## config.mk

```make
export PLATFORM = sky130hd
export DESIGN_NAME = nexys_hex_keypad_scanner
export DESIGN_NICKNAME = d
export VERILOG_FILES = /design/src/rtl/nexys_hex_keypad_scanner.sv
export SDC_FILE = /design/constraint.sdc
export NUM_CORES = 1
export LEC_CHECK = 0
export CORE_MARGIN = 3
export CORE_UTILIZATION = 25
export DETAILED_ROUTE_END_ITERATION = 6
export PLACE_DENSITY = 0.42
export SLEW_MARGIN = 20
export SYNTH_ARGS = -nofsm -noshare
export SYNTH_HDL_FRONTEND = slang
export SYNTH_SLANG_ARGS = --single-unit
```

## constraint.sdc

```tcl
create_clock -name CLK100 -period 3.4 [get_ports CLK100]
set_input_delay 0.68 -clock CLK100 [delete_from_list [all_inputs] [get_ports CLK100]]
set_output_delay 0.68 -clock CLK100 [all_outputs]
set_load 0.02 [all_outputs]
```

## src/rtl/nexys_hex_keypad_scanner.sv

```systemverilog
// 4x4 hex keypad scanner: column strobing, whole-scan debounce, press strobes, 32-bit nibble entry register.
// Optional KEYPAD_AUTOREPEAT_EN: re-strobes a held key every REPEAT_SCANS full scans.
module nexys_hex_keypad_scanner #(
   parameter int SCAN_DIV       = 100000,
   parameter int DEBOUNCE_SCANS = 4,
   parameter int REPEAT_SCANS   = 250
) (
   input  logic        CLK100,
   input  logic        resetn,
   output logic [3:0]  COL,
   input  logic [3:0]  ROW,
   input  logic        clr,
   output logic [3:0]  key_code,
   output logic        key_valid,
   output logic        key_down,
   output logic [31:0] value
);

   localparam int CW = (SCAN_DIV > 1) ? $clog2(SCAN_DIV) : 1;
   localparam logic [CW-1:0] TC = CW'(SCAN_DIV - 1);
   localparam int SW = $clog2(DEBOUNCE_SCANS + 1);
   localparam logic [SW-1:0] S_MAX = SW'(DEBOUNCE_SCANS);

   if (SCAN_DIV < 4 || DEBOUNCE_SCANS < 1 || REPEAT_SCANS < 1) begin : g_param_check
      $error("nexys_hex_keypad_scanner: parameter out of range");
   end

   typedef enum logic [1:0] {RES_NONE, RES_SINGLE, RES_MULTI} res_t;
   typedef enum logic {RELEASED, HELD} state_t;

   function automatic logic [3:0] key_map(input logic [1:0] r, input logic [1:0] c);
      case ({r, c})
         4'h0:    key_map = 4'h1;
         4'h1:    key_map = 4'h2;
         4'h2:    key_map = 4'h3;
         4'h3:    key_map = 4'hA;
         4'h4:    key_map = 4'h4;
         4'h5:    key_map = 4'h5;
         4'h6:    key_map = 4'h6;
         4'h7:    key_map = 4'hB;
         4'h8:    key_map = 4'h7;
         4'h9:    key_map = 4'h8;
         4'hA:    key_map = 4'h9;
         4'hB:    key_map = 4'hC;
         4'hC:    key_map = 4'h0;
         4'hD:    key_map = 4'hF;
         4'hE:    key_map = 4'hE;
         default: key_map = 4'hD;
      endcase
   endfunction

   logic [3:0]    row_m, row_s;
   logic [CW-1:0] cnt;
   logic [1:0]    col_idx;
   logic [1:0]    acc_n;
   logic [3:0]    acc_code;
   res_t          cand_res;
   logic [3:0]    cand_code;
   logic [SW-1:0] stable;
   logic          scan_done;
   state_t        state, state_n;
   logic [3:0]    code_n;
   logic          valid_n;
   logic [31:0]   value_n;

   logic [3:0] low;
   logic [2:0] col_cnt, sum;
   logic [1:0] col_min, tot_n, row_idx;
   logic [3:0] new_code, scan_code;
   res_t       scan_res;

   assign COL      = ~(4'b0001 << col_idx);
   assign key_down = (state == HELD);
   assign low      = ~row_s;

   // acc_n counts low row bits seen so far this scan, saturating at 2 (= "many").
   always_comb begin
      col_cnt = {2'b00, low[0]} + {2'b00, low[1]} + {2'b00, low[2]} + {2'b00, low[3]};
      row_idx = 2'd0;
      for (int i = 0; i < 4; i++) begin
         if (low[i]) row_idx = 2'(i);
      end
      col_min   = (col_cnt >= 3'd2) ? 2'd2 : col_cnt[1:0];
      sum       = {1'b0, acc_n} + {1'b0, col_min};
      tot_n     = (sum >= 3'd2) ? 2'd2 : sum[1:0];
      new_code  = (acc_n == 2'd0 && col_cnt == 3'd1) ? key_map(row_idx, col_idx) : acc_code;
      scan_res  = (tot_n == 2'd0) ? RES_NONE : ((tot_n == 2'd1) ? RES_SINGLE : RES_MULTI);
      scan_code = (scan_res == RES_SINGLE) ? new_code : 4'h0;
   end

   always_ff @(posedge CLK100) begin
      if (!resetn) begin
         row_m     <= 4'hF;
         row_s     <= 4'hF;
         cnt       <= '0;
         col_idx   <= 2'd0;
         acc_n     <= 2'd0;
         acc_code  <= 4'h0;
         cand_res  <= RES_NONE;
         cand_code <= 4'h0;
         stable    <= '0;
         scan_done <= 1'b0;
      end else begin
         row_m     <= ROW;
         row_s     <= row_m;
         scan_done <= 1'b0;
         if (cnt == TC) begin
            cnt     <= '0;
            col_idx <= col_idx + 2'd1;
            if (col_idx == 2'd3) begin
               acc_n     <= 2'd0;
               acc_code  <= 4'h0;
               scan_done <= 1'b1;
               if (scan_res == cand_res && scan_code == cand_code) begin
                  if (stable != S_MAX) stable <= stable + SW'(1);
               end else begin
                  cand_res  <= scan_res;
                  cand_code <= scan_code;
                  stable    <= SW'(1);
               end
            end else begin
               acc_n    <= tot_n;
               acc_code <= new_code;
            end
         end else begin
            cnt <= cnt + CW'(1);
         end
      end
   end

`ifdef KEYPAD_AUTOREPEAT_EN
   localparam int RW = $clog2(REPEAT_SCANS + 1);
   logic [RW-1:0] rep_cnt, rep_n;
`endif

   logic deb_single, deb_none, emit;

   always_comb begin
      state_n    = state;
      valid_n    = 1'b0;
      code_n     = key_code;
      value_n    = value;
      emit       = 1'b0;
      deb_single = scan_done && cand_res == RES_SINGLE && stable == S_MAX;
      deb_none   = scan_done && cand_res == RES_NONE && stable == S_MAX;
`ifdef KEYPAD_AUTOREPEAT_EN
      rep_n      = rep_cnt;
`endif
      case (state)
         RELEASED: begin
            if (deb_single) begin
               state_n = HELD;
               emit    = 1'b1;
`ifdef KEYPAD_AUTOREPEAT_EN
               rep_n   = '0;
`endif
            end
         end
         HELD: begin
            if (deb_none) begin
               state_n = RELEASED;
`ifdef KEYPAD_AUTOREPEAT_EN
               rep_n   = '0;
            end else if (scan_done) begin
               if (cand_res == RES_SINGLE && cand_code == key_code) begin
                  if (rep_cnt == RW'(REPEAT_SCANS - 1)) begin
                     emit  = 1'b1;
                     rep_n = '0;
                  end else begin
                     rep_n = rep_cnt + RW'(1);
                  end
               end else begin
                  rep_n = '0;
               end
`endif
            end
         end
         default: state_n = RELEASED;
      endcase
      if (emit) begin
         valid_n = 1'b1;
         code_n  = cand_code;
         value_n = {value[27:0], cand_code};
      end
      // clr wins over a same-cycle shift; the strobe itself still goes out.
      if (clr) value_n = 32'h0;
   end

   always_ff @(posedge CLK100) begin
      if (!resetn) begin
         state     <= RELEASED;
         key_code  <= 4'h0;
         key_valid <= 1'b0;
         value     <= 32'h0;
`ifdef KEYPAD_AUTOREPEAT_EN
         rep_cnt   <= '0;
`endif
      end else begin
         state     <= state_n;
         key_code  <= code_n;
         key_valid <= valid_n;
         value     <= value_n;
`ifdef KEYPAD_AUTOREPEAT_EN
         rep_cnt   <= rep_n;
`endif
      end
   end

endmodule

```

==> flow_summary.ini <==
[status]
outcome = finished with violations
violations = negative setup slack

[critical_path]
worstPathRequired_ps = 3680
worst-endpoint-arrival_ps = 3820
worst_setup_path_end_kind = flip-flop
critPathKind = flip-flop to flip-flop
r2r_start = row_s[0]
crit_fanout = 8
critPathLaunch = row_s[0]
setup.worst_path.start_class = flip-flop

[power_and_ir_drop]
ir_drop_mv = 0.2225
p_comb_frac = 0.081
p_int_uw = 1625
netSwitchingFraction = 0.2460
clockPowerShare = 0.473
netSwitchingPower_uw = 530.2
seqPwrFrac = 0.446
power-per-cell-area_nw_per_um2 = 446.9
power_leakage_uw = 0.001671

[synthesis]
synth_warnings = 0
synth_edf_count = 0
synth_top_flop_cell = dfxtp_1
synth_most_common_cell = nand2_1
synth_top_area_share = 0.4517
syn-cell-area_sq_um = 3590
synthArstFlopShare = 0
syn_inst = 436
ys_ff_latch = 81
syn_nets = 457
synth-seq-area-share = 0.4517
synth_top_area_cell = dfxtp_1
ys_top_cells_by_area = dfxtp_1 45%, nand2_1 9.1%, a21oi_1 7.7%, ha_1 4.2%, nor2_1 3.5%
synth_cell_type_count = 46
synth_common_cells = 87 x nand2_1, 81 x dfxtp_1, 55 x a21oi_1
syn_area_per_cell_sq_um = 8.233

[global_route]
overflow = 0
antenna_found_initial = 0
grt_pass1_wl_mm = 14.94
track_usage = 0.1168
grt_max_degree = 38
grt_pass1_vias = 2919

[floorplanning]
io_pins = 49
die_area_sq_um = 15830
core_area_sq_um = 13990
row_count = 43
fp.dieH_um = 125.8
initial_core_util = 0.2566
dieWidth_um = 125.8

[min_path]
hp-start = row_m[0]
hp-class = flip-flop to flip-flop

[routing]
vias_per_cell = 4.525
vias = 3095
routedWlPerCell_um = 13.00
drc = 0
drt-total-wl_mm = 8.890
final_antenna_net_count = 0
first_pass_iters = 4
drt_iter0_markers = 184

[sta]
setup_ws_ps = -137.5
finalCritPeriodShare = 1.040
rsz0062_at_grt = yes
period_minus_slack_ps = 3537
worstMarginPinSlew_ps = 784.7
hold_viol = 0
max_slew_margin = 0.4768
whs_ps = 400.6
max_freq_ghz = 0.2827
slew_violations = 0
setup_viol = 6
skew_ps = 9.633

[clock_network]
cts_max_level = 3
clockRootBuffer = clkbuf_16
clk_path_buf_depth = 2
cts_tree = yes
cts_num_sinks = 81
path_clk_slew_ps = 70
numCtsBuffers = 9
clock_latency_ps = 350

[layout]
area_growth_syn_to_layout_pct = 34.33
fill_cells = 1503
utilization = 0.3447
drive_gt1_frac = 0.1270
final_nets = 520
n_antenna_cell = 0

[placement]
place.gp.congestion = 0.7433
io_buffer_count = 48
dpl.hpwl_mm = 6.254

[job]
max_cap_viol_count = 0
==> metrics by stage <==
stage / worst slack [ps] / area, sq um / setup TNS [ps] / power (uW) / std cells
after detailed placement: -314.8 / 4373 / -1403 / 1123 / 663
after global placement: -212.2 / 4373 / -888.5 / 1122 / 663
after floorplan: -1.603 / 3605 / -1.603 / 1069 / 436
after CTS: -167.1 / 4775 / -429.5 / 2187 / 683
after global routing: -324.5 / 4822 / -1457 / 2261 / 684
final: -137.5 / 4822 / -280.7 / 2155 / 684
==> area by class of cell <==
cell class,instances,area (sq um),area share
Timing Repair Buffer,71,660.6,0.1370
Clock buffer,9,225.2,0.04670
Sequential cell,81,1623,0.3365
Inverter,20,75.07,0.01557
Tap cell,180,225.2,0.04670
Multi-Input combinational cell,316,1929,0.4001
Clock inverter,7,83.83,0.01738
==> cells in the final DEF, fill, tap and decap left out, drive strengths merged, types with 5 or more instances in the layout <==
cell and instances:
a21oi 55, buf 23, clkbuf 9, clkdlybuf4s50 48
dfxtp 81, ha 12, inv 23, nand2 88
nand2b 14, nand3 11, nor2 33, nor3 6
o21ai 23, or3 8, xnor2 5, xor2 8
==> sequential cells by signal, indices dropped and copies added, names as in the netlist, 2 cells and up <==
name / count
acc_code: 4
acc_n: 2
cand_code: 4
cand_res: 2
cnt: 17
col_idx: 2
key_code: 4
row_m: 4
row_s: 4
stable: 3
value: 32
==> what timing repair did <==
| action | in CTS | in global routing |
|---|---|---|
| resized for setup | 17 | 13 |
| hold buffers | 0 | 0 |
| pin swaps | 7 | 4 |
| buffers inserted | 4 | 1 |
| endpoints found under the setup margin | 7 | 7 |
==> final timing paths <==
path / endpoint / slack (ps) / cells past startpoint
max: cand_code[3] / -140 / 18
min reg2reg: row_s[0] / 400 / 1
min: row_s[0] / 400 / 1
max reg2reg: cand_code[3] / -140 / 18
==> per-layer routing <==
layer / routed length [um] / global-route usage / part of all wire
met1: 4309 / 0.1522 / 0.48
met2: 4155 / 0.1816 / 0.47
met3: 293 / 0.03308 / 0.033
met4: 132 / 0.04984 / 0.015
met5: 0 / 0 / 0
==> worst max-delay path, cell delays in order, from the launching register on <==
cell	delay (ps)
dfxtp_2	320
fa_1	540
inv_2	40
ha_4	150
inv_2	60
ha_4	120
and2_4	140
ha_4	120
inv_2	30
fa_2	570
nand3_4	140
nor2_1	110
o221ai_1	110
a21oi_1	150
buf_4	150
nor4_4	40
buf_6	140
or4_1	390
a21oi_1	140
==> power groups by stage <==
stage	Clock [uW]	Combinational (uW)	Sequential [uW]
4_1_cts	1060	165	960
5_1_grt	1110	193	961
3_3_place_gp	0	140	982
2_1_floorplan	0	87.3	981
3_5_place_dp	0	141	982
6_report	1020	175	960
==> kinds of logic (layout without fill, tap and decap cells) <==
kind of cell    count (synthesis)  count (layout)  share of synthesized area
mux                             4               4                    0.01115
flops                          81              81                     0.4517
simple gates                  188             188                     0.2583
xor+xnor                       13              13                    0.03172
buf+inv                        39             107                    0.04217
fa+ha+maj                      14              14                    0.05298
compound gates                 97              97                     0.1520
(Power assumes the default switching activity.)
==> variant 1 (same flow settings) <==
`key_code` and `value` no longer have a reset.
--- a/src/rtl/nexys_hex_keypad_scanner.sv
+++ b/src/rtl/nexys_hex_keypad_scanner.sv
@@ -190,7 +190,5 @@
       if (!resetn) begin
          state     <= RELEASED;
-         key_code  <= 4'h0;
          key_valid <= 1'b0;
-         value     <= 32'h0;
 `ifdef KEYPAD_AUTOREPEAT_EN
          rep_cnt   <= '0;
@@ -198,7 +196,5 @@
       end else begin
          state     <= state_n;
-         key_code  <= code_n;
          key_valid <= valid_n;
-         value     <= value_n;
 `ifdef KEYPAD_AUTOREPEAT_EN
          rep_cnt   <= rep_n;
@@ -207,4 +203,9 @@
    end
 
+   always_ff @(posedge CLK100) begin
+      key_code <= code_n;
+      value    <= value_n;
+   end
+
 endmodule
 
Check against the original RTL: no difference found for any inputs over 10 cycles, from zero or initial values and one cycle with resetn low; that may be too few to reach the edited logic, so the function may still have changed.
==> variant 1 against the unedited design <==
- worst setup slack gained 19 ps
- synthesized cell count shrank 6.0%
- synthesized area shrank 1.5%
- sequential cell count is the same
- critical endpoint is now stable[0]
- final area shrank 3.1%
- critical path depth shrank 3
- the flow still finishes with violations (negative setup slack)
- wire length shrank 4.4%
- largest cell class unchanged
- total power shrank 5.1%
==> variant 1: results (changes against the unedited design) <==
Final layout
  • Seq_cells: 81 (unchanged)
  • Seq area share: 0.3558 (was 0.3365)
  • Total Nets Final: 492 (was 520)
  • Multi-input gates: 296 (was 316)
  • Non-Filler Instances: 652 (was 684)
  • Clock buf count: 11 (was 9)
  • Fillers: 1390 (was 1503)
  • ANT cells: 0 (unchanged)
  • Fraction of area in multi-input gates: 0.3917 (was 0.4001)
  • Non-clk buf share: 0.1301 (was 0.1370)
  • Share of cells above drive strength 1: 0.1261 (was 0.1270)
  • Buffers outside the clock class: 65 (was 71)
  • Invs w/o clock: 18 (was 20)

Critical path
  • Reg2Reg Depth: 15 (was 18)
  • Kind of critical path: register to register (unchanged)
  • Crit-path max FO: 5 (was 8)
  • Largest stage delay, worst path: 540 ps (was 570 ps)
  • CP arrival: 3750 ps (was 3820 ps)
  • Worst R2R End: stable[0] (was cand_code[3])

Synthesis
  • Post-synthesis sequential area ratio: 0.4701 (was 0.4517)
  • Post-Synth XOR/XNOR Area: 0.03717 (was 0.03172)
  • Post-Syn Nets: 431 (was 457)
  • Yosys cell types: 53 (was 46)
  • Adder-cell area share of the yosys netlist: 0.05381 (was 0.05298)
  • Compound-Gate Fraction of Synth Area: 0.1207 (was 0.1520)
  • Top area cells in the synthesized netlist: dfxtp_1 44%, nand2_1 9.1%, a21oi_1 5.7% (was dfxtp_1 45%, nand2_1 9.1%, a21oi_1 7.7%)
  • Number of synthesized flops with an enable pin: 4 (was 0)
  • Mux contribution to synthesized area: 0.02301 (was 0.01115)
  • Cell count after synthesis: 410 (was 436)
  • Most common library cells after synthesis: 86 x nand2_1, 77 x dfxtp_1, 40 x a21oi_1, 22 x nor2_1, 17 x inv_1 (was 87 x nand2_1, 81 x dfxtp_1, 55 x a21oi_1, 33 x nor2_1, 23 x o21ai_0)

Drt
  • Initial DRC Count: 200 (was 184)
  • WL final: 8498 µm (was 8890 µm)

Run status
  • Failing checks: negative setup slack (unchanged)
  • Outcome: finished with violations (unchanged)

Pwr
  • Static Leak: 1.663 nW (was 1.671 nW)
  • Peak VDD IR: 0.1972 mV (was 0.2225 mV)

GRT
  • Largest net degree at the start of global routing: 34 (was 38)
  • GRT Util Overall: 0.1117 (was 0.1168)
  • First-pass GRT wire length: 14320 µm (was 14940 µm)
  • Number of global-route vias before repair: 2809 (was 2919)

Placement
  • RD Place Congestion: 0.8283 (was 0.7433)
  • I/O Buffers: 48 (unchanged)
  • HPWL after detailed placement: 6038 µm (was 6254 µm)
  • Post-Place Cells: 633 (was 663)
  • Worst slack, placed: -223.5 ps (was -314.8 ps)

Clocking
  • CTS Buf Count: 9 (unchanged)
  • Resized Gates After CTS: 14 (was 17)
  • Postcts setup bufs: 2 (was 4)

Min path
  • WHS Endpoint: row_s[2] (was row_s[0])
  • Hold Startpoint: row_m[2] (was row_m[0])

STA
  • Final Setup Violations: 6 (unchanged)
  • Actual slew at the worst max-slew pin: 705.4 ps (was 784.7 ps)
  • Setup_tns: -236.0 ps (was -280.7 ps)
  • Final worst setup slack: -118.5 ps (was -137.5 ps)
  • Final setup skew: 10.08 ps (was 9.633 ps)
variant 1: cell types whose count changed in the layout (fill, tap and decap cells not counted), moves of 4 or more:
cell      change
a21oi_1      -14
nand3_1       +4
o21ai_0       -4
nor2_1       -11
dfxtp_1       -4
edfxtp_1      +4
o211a_1       -4
buf_4         -4
variant 1: per-stage QoR:
step | cell area [µm²] | power [mW]
after floorplan | 3535 | 1.070
after global placement | 4278 | 1.117
after detailed placement | 4278 | 1.116
after CTS | 4632 | 2.069
after global routing | 4673 | 2.133
final | 4673 | 2.046
variant 1: power breakdown:
part | switching, mW | internal, mW | total (mW)
Sequential | 0.00623 | 0.963 | 0.969
Clock | 0.403 | 0.520 | 0.923
Combinational | 0.0830 | 0.0712 | 0.154
Total | 0.492 | 1.55 | 2.05
variant 1: per-layer routing:
layer,wire length (µm),share of wire,vias up,global-route usage
met5,0,0,-,0
met4,135,0.016,0,0.03699
met3,394,0.046,17,0.03345
met2,3706,0.44,63,0.1657
met1,4262,0.50,1376,0.1554
li1,-,-,1508,-
==> variant 2 (same settings) <==
Without the edit above. The parameter `SCAN_DIV` goes from 100000 to 200000.
--- a/src/rtl/nexys_hex_keypad_scanner.sv
+++ b/src/rtl/nexys_hex_keypad_scanner.sv
@@ -2,5 +2,5 @@
 // Optional KEYPAD_AUTOREPEAT_EN: re-strobes a held key every REPEAT_SCANS full scans.
 module nexys_hex_keypad_scanner #(
-   parameter int SCAN_DIV       = 100000,
+   parameter int SCAN_DIV       = 200000,
    parameter int DEBOUNCE_SCANS = 4,
    parameter int REPEAT_SCANS   = 250
Behaviour: no difference found for any inputs over 10 cycles, from zero or initial values and one cycle with resetn low; that may be too few to reach the edited logic, so the function may still have changed.
==> variant 2 against the unedited design <==
- the run still ends with negative setup slack left
- highest routed layer unchanged
- cell count decreased by 0.15%
- count of clock-buffer cells in the layout is the same
- critical path depth shrank 3
- largest power group unchanged
- wire length rose by 0.74%
- worst setup slack improved by 26 ps
- clock power increased by 4%
- total power grew 2.4%
- final area is 0.39% lower
- sequential cell count rose by 1
- synthesized area rose by 0.49%
==> variant 2: results (changes against the unedited design) <==
Run status
  • Outcome: finished with violations (unchanged)
  • Failing checks: negative setup slack (unchanged)

GRT
  • First-pass GRT wire length: 15440 µm (was 14940 µm)
  • Largest net degree at the start of global routing: 38 (unchanged)
  • GRT Util Overall: 0.1189 (was 0.1168)
  • Number of global-route vias before repair: 3048 (was 2919)
  • Initial antenna violation count: 0 (unchanged)

Clocking
  • Worst-path clk slew: 60 ps
  • Max Buffers Root-to-Sink: 2 (unchanged)
  • Skew-Pair Late Insertion Delay: 340 ps
  • Root Driver: clkbuf_16 (unchanged)
  • H-tree level count: 3 (unchanged)
  • CTS Buf Count: 9 (unchanged)

Critical path
  • Setup crit start: row_s[0] (unchanged)
  • Reg2Reg Depth: 15 (was 18)
  • CP arrival: 3780 ps (was 3820 ps)
  • Crit-path max FO: 7 (was 8)

Synthesis
  • Fraction of registers with async set/reset: 0 (unchanged)
  • Yosys cell types: 48 (was 46)
  • Cell count after synthesis: 435 (was 436)
  • Post-Syn Nets: 456 (was 457)
  • Yosys warnings: 0 (unchanged)
  • Most common library cells after synthesis: 82 x dfxtp_1, 82 x nand2_1, 52 x a21oi_1, 30 x nor2_1, 23 x inv_1 (was 87 x nand2_1, 81 x dfxtp_1, 55 x a21oi_1, 33 x nor2_1, 23 x o21ai_0)
  • Cell taking the most area after synthesis: dfxtp_1 (unchanged)
  • Post-synthesis sequential area ratio: 0.4551 (was 0.4517)
  • Top area cells in the synthesized netlist: dfxtp_1 46%, nand2_1 8.5%, a21oi_1 7.2% (was dfxtp_1 45%, nand2_1 9.1%, a21oi_1 7.7%)

Pwr
  • Static Leak: 1.657 nW (was 1.671 nW)
  • Peak VDD IR: 0.2105 mV (was 0.2225 mV)

Placement
  • Worst slack, placed: -149.5 ps (was -314.8 ps)
  • Post-Place Cells: 663 (unchanged)
  • I/O Buffers: 48 (unchanged)
  • HPWL after detailed placement: 6312 µm (was 6254 µm)
  • Placed cell areas: 0.004380 mm² (was 0.004373 mm²)
  • RD Place Congestion: 0.8060 (was 0.7433)

Drt
  • Wire length per cell: 13.11 µm (was 13.00 µm)
  • Drt first pass iters: 4 (unchanged)
  • DR vias: 3096 (was 3095)
  • Initial DRC Count: 141 (was 184)
  • Vias per inst: 4.533 (was 4.525)

Min path
  • Hold depth: 1 (unchanged)
  • WHS Endpoint: row_s[1] (was row_s[0])
  • Hold Startpoint: row_m[1] (was row_m[0])

Final layout
  • Fillers: 1462 (was 1503)
  • Top Registers: value (32), cnt (18) (was value (32), cnt (17))
  • ANT cells: 0 (unchanged)
  • Total Nets Final: 519 (was 520)
  • Design area: 0.004803 mm² (was 0.004822 mm²)
  • Share of cells above drive strength 1: 0.1193 (was 0.1270)

STA
  • Setup_tns: -195.0 ps (was -280.7 ps)
  • Hold Worst Slack: 405.2 ps (was 400.6 ps)
  • Rel. slew slack: 0.4718 (was 0.4768)
  • Final worst setup slack: -111.8 ps (was -137.5 ps)
  • Final setup skew: 7.423 ps (was 9.633 ps)
  • Final Setup Violations: 5 (was 6)
variant 2: what timing repair did:
item	4_1_cts	5_1_grt
pin swaps	1	5
setup endpoints to repair	7	7
setup buffers	3	1
endpoints found under the hold margin	0	0
gates resized for setup	16	1
variant 2: worst max path at each step:
stage / to / slack [ps] / depth (start not counted)
floorplan: cand_code[3] / -110 / 16
global placement: cand_code[3] / -100 / 15
detailed placement: cand_code[3] / -150 / 15
CTS: cand_code[3] / -100 / 15
global route: cand_code[3] / -230 / 15
finish: cand_code[3] / -110 / 15
variant 2: metal layers:
metal	track usage	routed length, µm	vias up
li1	-	-	1600
met1	0.1551	4226	1434
met2	0.1875	4247	50
met3	0.03647	333	12
met4	0.03975	149	0
met5	0	0	-
variant 2: cell families after synthesis:
| kind of cell | share of synthesized area |
|---|---|
| compound gates | 0.1360 |
| xor+xnor | 0.03885 |
| fa+ha+maj | 0.05272 |
| buf+inv | 0.04787 |
| flops | 0.4551 |
| mux | 0.008325 |
| simple gates | 0.2612 |
variant 2: critical path, delay by kind of cell (launching register included):
family                   cells  cell delay, ps
flip-flops                   1             320
adder cells (fa/ha/maj)      5            1490
AND/OR/NAND/NOR              5            1200
buffers and inverters        3             130
AO/OA/AOI/OAI                2             280
variant 2: cell type report:
type,count,area share
Clock inverter,7,0.02084
Multi-Input combinational cell,311,0.3892
Tap cell,180,0.04689
Clock buffer,9,0.04689
Inverter,23,0.01797
Timing Repair Buffer,71,0.1360
Sequential cell,82,0.3423
variant 2: power by group:
| part | internal (mW) | switching (mW) | leakage (nW) |
|---|---|---|---|
| Sequential | 0.968 | 0.00413 | 0.662 |
| Combinational | 0.0847 | 0.0910 | 0.846 |
| Clock | 0.648 | 0.411 | 0.149 |
| Total | 1.70 | 0.506 | 1.66 |
